$ cat config.mk
export PLATFORM = sky130hd
export DESIGN_NAME = posit_adder_pipe
export DESIGN_NICKNAME = d
export VERILOG_FILES = /design/src/rtl/posit_adder_pipe.sv
export SDC_FILE = /design/constraint.sdc
export NUM_CORES = 1
export LEC_CHECK = 0
export BUFFER_PORTS_ARGS = -buffer_cell sky130_fd_sc_hd__clkbuf_2
export CAP_MARGIN = 25
export CORE_ASPECT_RATIO = 1.25
export CORE_UTILIZATION = 61
export CTS_CLUSTER_DIAMETER = 120
export DETAILED_ROUTE_END_ITERATION = 10
export PLACE_DENSITY = 0.83
export REMOVE_ABC_BUFFERS = 1
export SKIP_CTS_REPAIR_TIMING = 1
export SLEW_MARGIN = 15
export SYNTH_ARGS = -nofsm -noshare
export SYNTH_HDL_FRONTEND = slang
export SYNTH_SLANG_ARGS = --single-unit
export TNS_END_PERCENT = 50
$ cat constraint.sdc
create_clock -name clk -period 17.7 [get_ports clk]
set_input_delay 3.54 -clock clk [delete_from_list [all_inputs] [get_ports clk]]
set_output_delay 3.54 -clock clk [all_outputs]
set_load 0.02 [all_outputs]
$ cat src/rtl/posit_adder_pipe.sv
`timescale 1ns/1ps
// posit_adder_pipe: three-stage posit add/sub on decoded fields.
// Stage 1 compares and swaps the operands, stage 2 aligns and adds,
// stage 3 normalises. The result is unrounded and comes with guard, round
// and sticky bits for the encoder. One global enable stalls all stages
// together while the output is held.
//
// state | meaning
// ------+-------------------------------------------------------------
// (none) | straight pipeline with no FSM; r1/r2/r3 valid bits mark
//        | which stages hold a live operation
module posit_adder_pipe #(
  parameter int POSIT_WIDTH = 8,
  parameter int POSIT_ES    = 1,
  localparam int FW = POSIT_WIDTH - 3 - POSIT_ES,
  localparam int SW = $clog2(POSIT_WIDTH - 1) + POSIT_ES + 1
) (
  input  logic                 clk,
  input  logic                 rst,
  input  logic                 in_valid,
  output logic                 in_ready,
  input  logic                 op1_sign,
  input  logic                 op1_nar,
  input  logic                 op1_zero,
  input  logic signed [SW-1:0] op1_scale,
  input  logic [FW-1:0]        op1_fraction,
  input  logic                 op2_sign,
  input  logic                 op2_nar,
  input  logic                 op2_zero,
  input  logic signed [SW-1:0] op2_scale,
  input  logic [FW-1:0]        op2_fraction,
  input  logic                 sub,
  output logic                 out_valid,
  input  logic                 out_ready,
  output logic                 res_sign,
  output logic                 res_nar,
  output logic                 res_zero,
  output logic signed [SW:0]   res_scale,
  output logic [FW-1:0]        res_fraction,
  output logic                 res_guard,
  output logic                 res_round,
  output logic                 res_sticky
);

  // Significand with hidden bit and three extra bits for guard/round/sticky.
  localparam int MW   = FW + 4;
  localparam int SUMW = FW + 5;
  localparam int SW1  = SW + 1;
  localparam int LZW  = $clog2(MW + 1);
  localparam logic [SW1-1:0] C_MAX_SHIFT = SW1'(MW);

  // Position of the leading one, counted from the MSB.
  function automatic logic [LZW-1:0] f_lzc(input logic [MW-1:0] v);
    logic [LZW-1:0] n;
    logic           found;
    n     = '0;
    found = 1'b0;
    for (int i = MW - 1; i >= 0; i--) begin
      if (!found && v[i]) found = 1'b1;
      else if (!found)    n = n + 1'b1;
    end
    return n;
  endfunction

  logic w_en;

  // Stage 1 registers
  logic           r1_valid, r1_sign, r1_op, r1_nar, r1_both_zero, r1_pass;
  logic [SW-1:0]  r1_l_scale;
  logic [FW-1:0]  r1_l_frac, r1_s_frac;
  logic [SW1-1:0] r1_shift;

  // Stage 2 registers
  logic            r2_valid, r2_sign, r2_nar, r2_both_zero, r2_pass;
  logic [SW-1:0]   r2_l_scale;
  logic [FW-1:0]   r2_l_frac;
  logic [SUMW-1:0] r2_sum;

  // Stage 3 (output) registers
  logic           r3_valid, r3_sign, r3_nar, r3_zero, r3_guard, r3_round, r3_sticky;
  logic [SW1-1:0] r3_scale;
  logic [FW-1:0]  r3_frac;

  assign w_en     = !r3_valid | out_ready;
  assign in_ready = w_en;

  // Stage 1 comparison and swap
  logic           w_op2_sign_eff, w_op2_gt, w_swap;
  logic           w_l_sign, w_s_sign;
  logic [SW-1:0]  w_l_scale, w_s_scale;
  logic [FW-1:0]  w_l_frac, w_s_frac;
  logic [SW1-1:0] w_shift;

  assign w_op2_sign_eff = op2_sign ^ sub;
  assign w_op2_gt = (op2_scale > op1_scale) ||
                    ((op2_scale == op1_scale) && (op2_fraction > op1_fraction));
  // A zero operand never becomes L, so a single non-zero operand passes through.
  assign w_swap    = op1_zero ? 1'b1 : (op2_zero ? 1'b0 : w_op2_gt);
  assign w_l_sign  = w_swap ? w_op2_sign_eff : op1_sign;
  assign w_s_sign  = w_swap ? op1_sign       : w_op2_sign_eff;
  assign w_l_scale = w_swap ? op2_scale      : op1_scale;
  assign w_s_scale = w_swap ? op1_scale      : op2_scale;
  assign w_l_frac  = w_swap ? op2_fraction   : op1_fraction;
  assign w_s_frac  = w_swap ? op1_fraction   : op2_fraction;
  assign w_shift   = {w_l_scale[SW-1], w_l_scale} - {w_s_scale[SW-1], w_s_scale};

  // Stage 1 register: ordered operands, shift distance and special-case flags
  always_ff @(posedge clk or posedge rst) begin
    if (rst) begin
      r1_valid     <= 1'b0;
      r1_sign      <= 1'b0;
      r1_op        <= 1'b0;
      r1_nar       <= 1'b0;
      r1_both_zero <= 1'b0;
      r1_pass      <= 1'b0;
      r1_l_scale   <= '0;
      r1_l_frac    <= '0;
      r1_s_frac    <= '0;
      r1_shift     <= '0;
    end else if (w_en) begin
      r1_valid     <= in_valid;
      r1_sign      <= w_l_sign;
      r1_op        <= (w_l_sign == w_s_sign);
      r1_nar       <= op1_nar | op2_nar;
      r1_both_zero <= op1_zero & op2_zero;
      r1_pass      <= op1_zero ^ op2_zero;
      r1_l_scale   <= w_l_scale;
      r1_l_frac    <= w_l_frac;
      r1_s_frac    <= w_s_frac;
      r1_shift     <= w_shift;
    end
  end

  // Stage 2 alignment with sticky collection, then add/subtract
  logic [SW1-1:0]  w_amt;
  logic [MW-1:0]   w_s_sig, w_l_sig, w_s_shr, w_lost_mask, w_s_al;
  logic            w_align_sticky;
  logic [SUMW-1:0] w_sum;

  assign w_amt          = (r1_shift > C_MAX_SHIFT) ? C_MAX_SHIFT : r1_shift;
  assign w_s_sig        = {1'b1, r1_s_frac, 3'b000};
  assign w_l_sig        = {1'b1, r1_l_frac, 3'b000};
  assign w_s_shr        = w_s_sig >> w_amt;
  assign w_lost_mask    = ~({MW{1'b1}} << w_amt);
  assign w_align_sticky = |(w_s_sig & w_lost_mask);
  assign w_s_al         = w_s_shr | {{(MW-1){1'b0}}, w_align_sticky};
  // L magnitude >= aligned S, so the difference never goes negative.
  assign w_sum = r1_op ? ({1'b0, w_l_sig} + {1'b0, w_s_al})
                       : ({1'b0, w_l_sig} - {1'b0, w_s_al});

  // Stage 2 register: raw sum plus the fields needed for pass-through
  always_ff @(posedge clk or posedge rst) begin
    if (rst) begin
      r2_valid     <= 1'b0;
      r2_sign      <= 1'b0;
      r2_nar       <= 1'b0;
      r2_both_zero <= 1'b0;
      r2_pass      <= 1'b0;
      r2_l_scale   <= '0;
      r2_l_frac    <= '0;
      r2_sum       <= '0;
    end else if (w_en) begin
      r2_valid     <= r1_valid;
      r2_sign      <= r1_sign;
      r2_nar       <= r1_nar;
      r2_both_zero <= r1_both_zero;
      r2_pass      <= r1_pass;
      r2_l_scale   <= r1_l_scale;
      r2_l_frac    <= r1_l_frac;
      r2_sum       <= w_sum;
    end
  end

  // Stage 3 normalisation
  logic           w_carry, w_sum_is_zero;
  logic [LZW-1:0] w_lzc;
  logic [MW-1:0]  w_shl;
  logic [MW-2:0]  w_frac_grs;
  logic [SW1-1:0] w_l_scale_ext, w_norm_scale;

  assign w_carry       = r2_sum[SUMW-1];
  assign w_lzc         = f_lzc(r2_sum[MW-1:0]);
  assign w_shl         = r2_sum[MW-1:0] << w_lzc;
  // After shifting by the LZC the MSB is set unless the sum cancelled to zero.
  assign w_sum_is_zero = !w_carry && !w_shl[MW-1];
  assign w_l_scale_ext = {r2_l_scale[SW-1], r2_l_scale};
  assign w_frac_grs    = w_carry ? {r2_sum[SUMW-2:2], r2_sum[1] | r2_sum[0]}
                                 : w_shl[MW-2:0];
  assign w_norm_scale  = w_carry ? (w_l_scale_ext + {{(SW1-1){1'b0}}, 1'b1})
                                 : (w_l_scale_ext - {{(SW1-LZW){1'b0}}, w_lzc});

  logic           w_n_sign, w_n_nar, w_n_zero, w_n_guard, w_n_round, w_n_sticky;
  logic [SW1-1:0] w_n_scale;
  logic [FW-1:0]  w_n_frac;

  // Select the stage 3 result: specials take priority over arithmetic
  always_comb begin
    w_n_sign   = 1'b0;
    w_n_nar    = 1'b0;
    w_n_zero   = 1'b0;
    w_n_scale  = '0;
    w_n_frac   = '0;
    w_n_guard  = 1'b0;
    w_n_round  = 1'b0;
    w_n_sticky = 1'b0;
    if (r2_nar) begin
      w_n_nar = 1'b1;
    end else if (r2_both_zero) begin
      w_n_zero = 1'b1;
    end else if (r2_pass) begin
      w_n_sign  = r2_sign;
      w_n_scale = w_l_scale_ext;
      w_n_frac  = r2_l_frac;
    end else if (w_sum_is_zero) begin
      w_n_zero = 1'b1;
    end else begin
      w_n_sign   = r2_sign;
      w_n_scale  = w_norm_scale;
      w_n_frac   = w_frac_grs[MW-2:3];
      w_n_guard  = w_frac_grs[2];
      w_n_round  = w_frac_grs[1];
      w_n_sticky = w_frac_grs[0];
    end
  end

  // Stage 3 register: holds the result while downstream stalls
  always_ff @(posedge clk or posedge rst) begin
    if (rst) begin
      r3_valid  <= 1'b0;
      r3_sign   <= 1'b0;
      r3_nar    <= 1'b0;
      r3_zero   <= 1'b0;
      r3_scale  <= '0;
      r3_frac   <= '0;
      r3_guard  <= 1'b0;
      r3_round  <= 1'b0;
      r3_sticky <= 1'b0;
    end else if (w_en) begin
      r3_valid  <= r2_valid;
      r3_sign   <= w_n_sign;
      r3_nar    <= w_n_nar;
      r3_zero   <= w_n_zero;
      r3_scale  <= w_n_scale;
      r3_frac   <= w_n_frac;
      r3_guard  <= w_n_guard;
      r3_round  <= w_n_round;
      r3_sticky <= w_n_sticky;
    end
  end

  assign out_valid    = r3_valid;
  assign res_sign     = r3_sign;
  assign res_nar      = r3_nar;
  assign res_zero     = r3_zero;
  assign res_scale    = r3_scale;
  assign res_fraction = r3_frac;
  assign res_guard    = r3_guard;
  assign res_round    = r3_round;
  assign res_sticky   = r3_sticky;

endmodule

==> results_dict.tcl <==
set metrics [dict create \
    yosys-top-cells-area "dfrtp_1 34%, nand2_1 8.7%, ha_1 7.8%" \
    start_kind "input port" \
    post-dp-hpwl_um 7765 \
    cp.required_ns 14.16 \
    start_util 0.6431 \
    core-area_um2 7488 \
    drt_pre_antenna_iters 5 \
    synth_flop_cell "dfrtp_1" \
    yosys_warnings 0 \
    synthArstFlopShare 1.000 \
    grt_first_pass_wirelength_um 17910 \
    fin_crit_ns 8.243 \
    gp_congestion 0.8867 \
    cap_violations 0 \
    synth_edf_count 0 \
    wirelength_um 10580 \
    hp-class "flop to flop" \
    hold_violations 0 \
    drtAntennaViolNets 0 \
    cts_inserted_buffers 9 \
    switchingPower_w 0.0003899 \
    cts_tree "done" \
    ir_drop_v 0.0001077 \
    dieHeight_um 101.3 \
    final_layout_size_suffix_gt1_frac 0.1348 \
    dieArea_um2 8256 \
    synth_cell_type_count 69 \
    ys_seq_area_frac 0.3378 \
    cts_root_buf "clkbuf_8" \
    rows 35 \
    final_nets 679 \
    antenna_found_initial 0 \
    finClkSkew_ns 0.01237 \
    cp_max_fo 75 \
    p_int_w 0.0004614 \
    pwr-share-seq 0.322 \
    clkSlewWorstSetupHoldPaths_ns 0.08 \
    wl_per_cell_um 14.80 \
    rsz0062_at_grt "false" \
    synth_area_um2 4816 \
    utilization 0.7043 \
    switching_share 0.4580 \
    cts_buffer_depth 2 \
    avgSynthCellArea_um2 8.162 \
    diodes 0 \
    power_leakage_nw 2.537 \
    insertion_delay_ns 0.34 \
    syn_to_final_growth_pct 9.509 \
    setup_tns_ns 0 \
    end_kind "output port" \
    cp_data_arrival_time_ns 4.70 \
    yosys.area.top_type "dfrtp_1" \
    grt_max_degree 76 \
    max_freq_mhz 121.3 \
    cts_max_level 3 \
    synth_seq_cells 65 \
    drv_slew 0 \
    path_class "input port to output port" \
    vias_per_cell 5.961 \
    p_per_area_nw_per_um2 161.4 \
    die_w_um 81.47 \
    port_buffers 46 \
    route.detailed.drc 0 \
    relSlewSlack 0.4567 \
    cts_sinks 65 \
    drtIter0Drc 169 \
    fin_crit_sh 0.4657 \
    overflow 0 \
    synth_cells 590 \
    clkPwrFrac 0.148 \
    io_pins 47 \
    grt_util_all_layers 0.2790 \
    synth_top_cell_area_share 0.3378 \
    grt_pass1_vias 4059 \
    combPwrFrac 0.531 \
    tightest_slew_ns 0.8076 \
    via_count 4262 \
    final-setup-viol-count 0 \
    status "finished clean" \
]
## flip-flops by register name, indices dropped and copies added (netlist names), 4 cells and up
| register | count |
|---|---|
| r2_sum | 9 |
| r1_shift | 6 |
| res_scale | 6 |
| r1_l_scale | 5 |
| r2_l_scale | 5 |
| r1_l_frac | 4 |
| r1_s_frac | 4 |
| r2_l_frac | 4 |
| res_fraction | 4 |
## per-layer routing
metal,vias up,GRT usage,share of wire
li1,2117,-,-
met1,2020,0.3270,0.42
met2,104,0.4981,0.52
met3,21,0.04775,0.034
met4,0,0.1099,0.021
met5,-,0,0
## cells in the mapped netlist (6+ instances only)
cell	n
nand2_1	112
dfrtp_1	65
nor2_1	44
o21ai_0	37
inv_1	36
ha_1	30
a21oi_1	26
clkbuf_1	26
mux2i_1	23
nand2b_1	15
nor3_1	12
nor2b_1	10
a22o_1	9
a21o_1	8
nand3_1	8
xnor2_1	8
xor2_1	7
a31oi_1	6
o21ai_1	6
o31ai_1	6
## path summary, 6_finish.rpt
path / startpoint / endpoint / slack (ns) / depth (start not counted)
setup / recovery: out_ready / in_ready / 9.46 / 5
hold / removal: r1_both_zero / r2_both_zero / 0.47 / 2
setup reg to reg: r2_sum[7] / res_scale[5] / 11.80 / 26
hold reg to reg: r1_both_zero / r2_both_zero / 0.47 / 2
max in group asynchronous: rst / r2_sum[0] / 13.76 / 3
min in group asynchronous: rst / r1_l_scale[2] / 3.39 / 3
## critical path, cell delays in order
cell      delay [ns]
clkbuf_2        0.11
nor2b_4         0.10
buf_4           0.54
clkinv_1        0.19
clkbuf_2        0.19
## cell type report
| cell class | count | area, um2 |
|---|---|---|
| Multi-Input combinational cell | 453 | 2928 |
| Fill cell | 589 | 2215 |
| Sequential cell | 65 | 1627 |
| Timing Repair Buffer | 50 | 260.3 |
| Inverter | 39 | 146.4 |
| Clock buffer | 12 | 145.1 |
| Tap cell | 92 | 115.1 |
| Clock inverter | 4 | 52.55 |
## cells in the final DEF (no fill, tap or decap), drive strengths merged, types with 5 or more instances in the layout
master	n
nand3	8
mux2i	23
nor3	12
a22o	9
clkbuf	58
ha	30
nor2b	10
xnor2	8
nand2b	15
nor4	5
dfrtp	65
o31ai	7
o21ai	44
or3	5
a21o	8
o21a	6
nand2	112
nor2	44
xor2	8
a31oi	6
inv	38
a21oi	26
## logic make-up (layout without fill, tap and decap cells)
family	after synthesis	count (layout)	share of synthesized area
AO/OA/AOI/OAI	146	146	0.2107
XOR/XNOR	16	16	0.03066
adder cells (fa/ha/maj)	32	32	0.08626
buffers and inverters	72	105	0.05690
flip-flops	65	65	0.3378
multiplexers	25	25	0.05248
AND/OR/NAND/NOR	234	234	0.2253
## through the flow
step	setup WS (ns)	power, W	std cells	hold WS, ns	area [um2]
finish	9.457	0.0008513	715	0.4691	5274
global route	9.324	0.0009198	715	0.4931	5274
CTS	9.446	0.0008493	715	0.4715	5274
detailed placement	9.453	0.0007203	699	0.4557	5076
global placement	9.482	0.0006961	699	0.4406	5076
floorplan	6.461	0.0006066	557	0.4300	4688
## power groups by stage
| stage | registers, W | logic, W | clock network, W |
|---|---|---|---|
| floorplan | 0.000268 | 0.000338 | 0 |
| global placement | 0.000270 | 0.000426 | 0 |
| finish | 0.000274 | 0.000452 | 0.000126 |
| CTS | 0.000273 | 0.000450 | 0.000127 |
| global route | 0.000283 | 0.000504 | 0.000132 |
| detailed placement | 0.000275 | 0.000445 | 0 |
No activity file was read; power rests on OpenSTA's default activity.
